==> src/rtl/regfile_mp_if.sv <==
// Bus bundle for regfile_mp: read ports, write ports and the allocate handshake.
// The master side is decode/issue plus writeback; the slave side is the register file.
interface regfile_mp_if #(
   parameter int DATA_W = 16,
   parameter int DEPTH  = 8,
   parameter int ADDR_W = $clog2(DEPTH),
   parameter int NUM_RD = 3,
   parameter int NUM_WR = 2
);
   logic [NUM_RD*ADDR_W-1:0] num_read_in;
   logic [NUM_RD*DATA_W-1:0] data_read_out;
   logic [NUM_RD-1:0]        ready_read_out;
   logic [NUM_WR-1:0]        write_in;
   logic [NUM_WR*ADDR_W-1:0] num_write_in;
   logic [NUM_WR*DATA_W-1:0] data_write_in;
   logic                     alloc_valid_in;
   logic [ADDR_W-1:0]        alloc_num_in;
   logic                     alloc_ready_out;
   logic [DEPTH-1:0]         pending_out;

   modport master (
      output num_read_in, write_in, num_write_in, data_write_in, alloc_valid_in, alloc_num_in,
      input  data_read_out, ready_read_out, alloc_ready_out, pending_out
   );

   modport slave (
      input  num_read_in, write_in, num_write_in, data_write_in, alloc_valid_in, alloc_num_in,
      output data_read_out, ready_read_out, alloc_ready_out, pending_out
   );
endinterface

==> src/rtl/regfile_mp.sv <==
// Multi-port register file with pending scoreboard, allocate handshake and
// write-to-read bypass; the highest-numbered write port wins on conflicts.
module regfile_mp #(
   parameter int DATA_W   = 16,
   parameter int DEPTH    = 8,
   parameter int ADDR_W   = $clog2(DEPTH),
   parameter int NUM_RD   = 3,
   parameter int NUM_WR   = 2,
   parameter int ZERO_REG = 0
) (
   input logic          clk,
   input logic          rst,
   regfile_mp_if.slave  bus
);
   logic [DATA_W-1:0] mem_reg [DEPTH];
   logic [DEPTH-1:0]  pending_reg;
   logic [DEPTH-1:0]  pending_next;
   logic [DEPTH-1:0]  wr_hit;
   logic [DATA_W-1:0] wr_data [DEPTH];
   logic [DEPTH-1:0]  alloc_mask;
   logic              alloc_fire;

   // Per-register winning write; later ports overwrite earlier ones in the loop.
   always_comb begin
      wr_hit = '0;
      for (int r = 0; r < DEPTH; r++) begin
         wr_data[r] = '0;
      end
      for (int p = 0; p < NUM_WR; p++) begin
         if (bus.write_in[p]) begin
            wr_hit[bus.num_write_in[p*ADDR_W +: ADDR_W]]  = 1'b1;
            wr_data[bus.num_write_in[p*ADDR_W +: ADDR_W]] = bus.data_write_in[p*DATA_W +: DATA_W];
         end
      end
      if (ZERO_REG != 0) begin
         wr_hit[0] = 1'b0;
      end
   end

   // Ready never looks at alloc_valid_in, so the handshake has no valid->ready path.
   assign bus.alloc_ready_out = ~pending_reg[bus.alloc_num_in] | wr_hit[bus.alloc_num_in];
   assign alloc_fire          = bus.alloc_valid_in & bus.alloc_ready_out;
   assign bus.pending_out     = pending_reg;

   always_comb begin
      alloc_mask = '0;
      alloc_mask[bus.alloc_num_in] = alloc_fire;
      // Set after clear so an allocate beats a same-cycle write to the same register.
      pending_next = (pending_reg & ~wr_hit) | alloc_mask;
      if (ZERO_REG != 0) begin
         pending_next[0] = 1'b0;
      end
   end

   generate
      for (genvar gi = 0; gi < NUM_RD; gi++) begin : g_rd
         logic [ADDR_W-1:0] rd_idx;
         assign rd_idx = bus.num_read_in[gi*ADDR_W +: ADDR_W];
         assign bus.data_read_out[gi*DATA_W +: DATA_W] = wr_hit[rd_idx] ? wr_data[rd_idx] : mem_reg[rd_idx];
         assign bus.ready_read_out[gi] = ~pending_reg[rd_idx] | wr_hit[rd_idx];
      end
   endgenerate

   always_ff @(posedge clk or posedge rst) begin
      if (rst) begin
         for (int r = 0; r < DEPTH; r++) begin
            mem_reg[r] <= '0;
         end
         pending_reg <= '0;
      end else begin
         for (int r = 0; r < DEPTH; r++) begin
            if (wr_hit[r]) begin
               mem_reg[r] <= wr_data[r];
            end
         end
         pending_reg <= pending_next;
      end
   end
endmodule

==> src/flat_wrapper.sv <==
// flat-port wrapper written by rule: the top's interface ports become plain ports
module regfile_mp_flat 
#(
   parameter int DATA_W   = 16,
   parameter int DEPTH    = 8,
   parameter int ADDR_W   = $clog2(DEPTH),
   parameter int NUM_RD   = 3,
   parameter int NUM_WR   = 2,
   parameter int ZERO_REG = 0
)
  (clk, rst, bus_num_read_in, bus_write_in, bus_num_write_in, bus_data_write_in, bus_alloc_valid_in, bus_alloc_num_in, bus_data_read_out, bus_ready_read_out, bus_alloc_ready_out, bus_pending_out);
  regfile_mp_if #(.DATA_W(DATA_W), .DEPTH(DEPTH), .ADDR_W(ADDR_W), .NUM_RD(NUM_RD), .NUM_WR(NUM_WR)) bus_i ();
  input logic clk;
  input logic rst;
  input wire logic [$bits(bus_i.num_read_in)-1:0] bus_num_read_in;
  input wire logic [$bits(bus_i.write_in)-1:0] bus_write_in;
  input wire logic [$bits(bus_i.num_write_in)-1:0] bus_num_write_in;
  input wire logic [$bits(bus_i.data_write_in)-1:0] bus_data_write_in;
  input wire logic [$bits(bus_i.alloc_valid_in)-1:0] bus_alloc_valid_in;
  input wire logic [$bits(bus_i.alloc_num_in)-1:0] bus_alloc_num_in;
  output wire logic [$bits(bus_i.data_read_out)-1:0] bus_data_read_out;
  output wire logic [$bits(bus_i.ready_read_out)-1:0] bus_ready_read_out;
  output wire logic [$bits(bus_i.alloc_ready_out)-1:0] bus_alloc_ready_out;
  output wire logic [$bits(bus_i.pending_out)-1:0] bus_pending_out;
  assign bus_i.num_read_in = bus_num_read_in;
  assign bus_i.write_in = bus_write_in;
  assign bus_i.num_write_in = bus_num_write_in;
  assign bus_i.data_write_in = bus_data_write_in;
  assign bus_i.alloc_valid_in = bus_alloc_valid_in;
  assign bus_i.alloc_num_in = bus_alloc_num_in;
  assign bus_data_read_out = bus_i.data_read_out;
  assign bus_ready_read_out = bus_i.ready_read_out;
  assign bus_alloc_ready_out = bus_i.alloc_ready_out;
  assign bus_pending_out = bus_i.pending_out;
  regfile_mp #(.DATA_W(DATA_W), .DEPTH(DEPTH), .ADDR_W(ADDR_W), .NUM_RD(NUM_RD), .NUM_WR(NUM_WR), .ZERO_REG(ZERO_REG)) u_core (.clk(clk), .rst(rst), .bus(bus_i));
endmodule
==> config.mk <==
export PLATFORM = sky130hd
export DESIGN_NAME = regfile_mp_flat
export DESIGN_NICKNAME = d
export VERILOG_FILES = /design/src/rtl/regfile_mp_if.sv /design/src/rtl/regfile_mp.sv /design/src/flat_wrapper.sv
export SDC_FILE = /design/constraint.sdc
export NUM_CORES = 1
export LEC_CHECK = 0
export CORE_MARGIN = 2
export CORE_UTILIZATION = 45
export CTS_CLUSTER_DIAMETER = 150
export CTS_CLUSTER_SIZE = 8
export DETAILED_ROUTE_END_ITERATION = 10
export DONT_BUFFER_PORTS = 1
export PLACE_DENSITY = 0.73
export SLEW_MARGIN = 25
export SYNTH_ARGS = -nofsm -noshare
export SYNTH_HDL_FRONTEND = slang
export SYNTH_SLANG_ARGS = --single-unit
export TNS_END_PERCENT = 50
==> constraint.sdc <==
create_clock -name clk -period 3.9 [get_ports clk]
set_clock_uncertainty 0.2 [all_clocks]
set_input_delay 0.195 -clock clk [delete_from_list [all_inputs] [get_ports clk]]
set_output_delay 0.195 -clock clk [all_outputs]
set_load 0.02 [all_outputs]
==> run summary <==
The flow ran to the end, and the final reports show no timing, DRC or antenna violations. The switching power came out at about 2.2 mW. The H-tree depth came out at 4. The worst setup path is of the in -> out kind. TritonCTS built the clock tree. The sink count of the clock tree came out at approximately 140. The combinational share of power is 0.355. The number of antenna violations at the first check in global routing came out at 1. The leakage power came out at 6.19 nW. The maximum VDD drop came out at 0.382 mV.

For the worst-skew pair, the clock arrives at the later sink with an insertion delay of 0.47 ns. The normalized max-slew margin is 0.414. The proportion of layout cells with a drive suffix above 1 came out at 0.231.

In the final routed layout, each cell accounts on average for ~33 um. The endpoint required time on the critical path came out at 3.50 ns. The slowest stage of the critical path is the sky130_fd_sc_hd__o311ai_1 cell. The number of synthesized flops with an enable pin came out at 0. The final layout contains 1522 nets. The worst setup path is captured at an output port. In the synthesized netlist, the cells that appear most often are sky130_fd_sc_hd__nand2_1 (281), sky130_fd_sc_hd__mux4_2 (196), sky130_fd_sc_hd__dfrtp_1 (136).

The die outline width came out at 181 um. Setup repair after global routing could not meet its margin everywhere. The beginning of the worst hold path is bus_num_write_in[1]. The via count of the first global-routing pass was 14600. The effective utilization at floorplan came out at 0.459. In this run the worst hold path is classified as in -> reg. The routed layout has 14700 vias. The overall routing resource usage came out at 0.382.

The antenna diode count came out at 0. The routed wire length came out at 62.4 mm. The leading area contributor after synthesis is sky130_fd_sc_hd__mux4_2. The number of cells after detailed placement came out at around 1800. The area of the die is 32800 um2. The post-synthesis average cell area came out at 9.61 um2. The first-pass GRT wire length came out at 93.0 mm.

STA classifies the critical path startpoint as an input pin. The number of flip-flops under the largest register name is approximately 130. In this run the power density over the cells is 382 nW/um2. The data arrival time of the critical path is 3.50 ns.

In this design, the largest share of critical-path delay is due to compound AO/OA/AOI/OAI gates. The number of remaining DRC errors is 0. The final count of pins violating max slew came out at 0.

After floorplanning, the core was divided into 64 placement rows. Among all flip-flop cells after synthesis, the most frequent one is sky130_fd_sc_hd__dfrtp_1. The internal power of the cells is about 3.9 mW. Yosys instantiated no cell more often than sky130_fd_sc_hd__nand2_1. The instance count of the mapped netlist is 1469. The number of failing hold endpoints at the final stage is 0. The detailed-routing iteration count for the pre-antenna-repair pass came out at 6.

Entering global routing, the biggest net connects 80 pins. The remaining antenna violation count after routing came out at 0. The proportion of netlist area held by the largest area contributor is 0.313.

Using the TritonRoute via totals, the vias-per-cell ratio works out to 7.86. The share of the Yosys chip area taken by registers is 0.241. The number of buffers inserted to repair setup after CTS is 0. In this run the cell area measured after placement is 14600 um2. The worst register-to-register path begins at u_core.bus.pending_out[1]$_DFF_PP0_. The async set or reset register ratio after synthesis is 1.00.

Of the total power, the clock network draws 0.303. The minimum hold slack came out at 0.00000644 ns. The sum of net half-perimeters after detailed placement is 38.8 mm. The power after layout is about 6.1 mW. Yosys attributes the largest share of cell area to sky130_fd_sc_hd__mux4_2 (31%), sky130_fd_sc_hd__dfrtp_1 (24%), sky130_fd_sc_hd__nand2_1 (7.5%).

The count of buffers added on input and output ports is 0. The critical path goes through dlygate4sd3_1 > nor4b_4 > nor2_1 > buf_4 > mux4_2 > o211ai_1 > nor2_1 > o311ai_1 > buf_4. The startpoint of the most critical setup path is bus_num_write_in[0]. Buffers inserted during clock tree synthesis total 17. When the netlist entered floorplanning its net count stood at roughly 1500. The final standard cell area without fillers is 15900 um2.

In this run, the number of DRC markers left after iteration 0 of detailed routing was 3021. The total global routing overflow is 0. The count of unique library cells instantiated by Yosys is 74. From bottom edge to top edge, the die measures 181 um. The total core area is 30700 um2. After the flow finishes, the layout carries non-filler instances totaling between 1500 and 2000.

The share of total power dissipated in sequential elements is 0.342. The number of synthesized register bits is around 140. On the worst path, the slowest cell contributes a delay of 0.62 ns.

The register clock-pin slew on the reported worst setup and hold paths came out at 0.06 ns. The buffers plus inverters on the worst setup path is 3. For this run, the top clock speed supported by timing is 256 MHz. At the pin with the least slew margin, the transition time is 0.877 ns.

The area added between synthesis and finish is 12.7%. No sink is reached through more buffers than the 2 on the longest clock path. After layout, the minimum clock period comes to 3.90 ns. The final-report setup violation count came out at 0. The ratio of final minimum period to clock period is 1.00.

The biggest fanout along the worst timing path is 14. Once routing completed, OpenROAD measured the worst setup slack at between 0.0005 and 0.0006 ns. The tree is rooted in a sky130_fd_sc_hd__clkbuf_16. The worst setup slack after placement is 0.532 ns. The switching share of power is 0.364.

For this run, the number of Yosys warnings is 0. The number of max-capacitance violations reported came out at 0. The area of the mapped netlist came out at 14100 um2. The routability-driven placement congestion ratio came out at 1.07. The boundary pin count came out at about 120.
==> cells by family (layout without fill, tap and decap cells) <==
| kind of cell | after synthesis | in the layout | synth area share |
|---|---|---|---|
| AOI/OAI and AO/OA | 350 | 350 | 0.160 |
| and+or+nand+nor | 514 | 514 | 0.170 |
| muxes | 281 | 281 | 0.374 |
| buffers and inverters | 188 | 198 | 0.0550 |
| DFF | 136 | 136 | 0.241 |
==> path summary, 6_finish.rpt <==
kind                                                  endpoint  slack, ns  depth (start not counted)
hold / removal             u_core.bus.pending_out[2]$_DFF_PP0_   0.000006                          4
setup reg to reg           u_core.bus.pending_out[7]$_DFF_PP0_       0.98                          7
setup / recovery                         bus_data_read_out[15]     0.0005                          9
hold reg to reg                 u_core.mem_reg[45]$_DFFE_PP0P_       0.32                          1
max in group asynchronous       u_core.mem_reg[33]$_DFFE_PP0P_       2.25                          3
min in group asynchronous       u_core.mem_reg[28]$_DFFE_PP0P_       0.17                          2
==> worst register-to-register path, delay by kind of cell (launching register included) <==
kind                   cells  cell delay, ns
multiplexers               1            0.33
flip-flops                 1            0.53
AND/OR/NAND/NOR            1            0.27
buffers and inverters      1            0.58
AO/OA/AOI/OAI              4            0.94
==> per-stage QoR <==
stage	TNS, ns	util
after floorplan	0	-
after global placement	0	0.475
after detailed placement	0	0.475
after CTS	0	0.517
after global routing	-0.0488	0.517
final	0	0.517
==> power by group through the flow <==
stage	Combinational, mW	Clock [mW]	Sequential, mW
CTS	2.08	1.83	2.05
floorplan	1.54	0	1.95
global route	2.25	1.90	2.11
detailed placement	1.93	0	2.07
global placement	1.89	0	2.04
finish	2.16	1.84	2.08
==> layout by cell type (no fill, tap or decap), types with 44 or more instances in the layout <==
cell	n
sky130_fd_sc_hd__nor2_1	69
sky130_fd_sc_hd__a21oi_1	44
sky130_fd_sc_hd__a31oi_1	49
sky130_fd_sc_hd__nand2_1	281
sky130_fd_sc_hd__mux2i_1	78
sky130_fd_sc_hd__dlygate4sd3_1	67
sky130_fd_sc_hd__dfrtp_1	136
sky130_fd_sc_hd__nand3_1	72
sky130_fd_sc_hd__buf_4	88
sky130_fd_sc_hd__mux4_2	196
sky130_fd_sc_hd__o21ai_0	110
==> timing repair <==
| action | in CTS | in global routing |
|---|---|---|
| setup endpoints to repair | 0 | 2 |
| resized for setup | 0 | 1 |
| hold endpoints to repair | 171 | 0 |
| hold buffers | 67 | 0 |
==> area by class of cell <==
type                    count  area, um2
well taps                 396        495
repair buffers            157       1370
multi-input cells        1145       9960
flip-flops and latches    136       3400
clock inverters            13        194
fillers                  2750      14800
clock buffers              18        439
inverters                  10       41.3
==> layer usage <==
| layer | GRT usage | up-vias | routed length [um] |
|---|---|---|---|
| met5 | 0 | - | 91 |
| met3 | 0.186 | 481 | 11800 |
| met4 | 0.259 | 6 | 5370 |
| met2 | 0.533 | 1686 | 25400 |
| met1 | 0.464 | 6882 | 19600 |
| li1 | - | 5674 | - |
(Power assumes the default switching activity.)
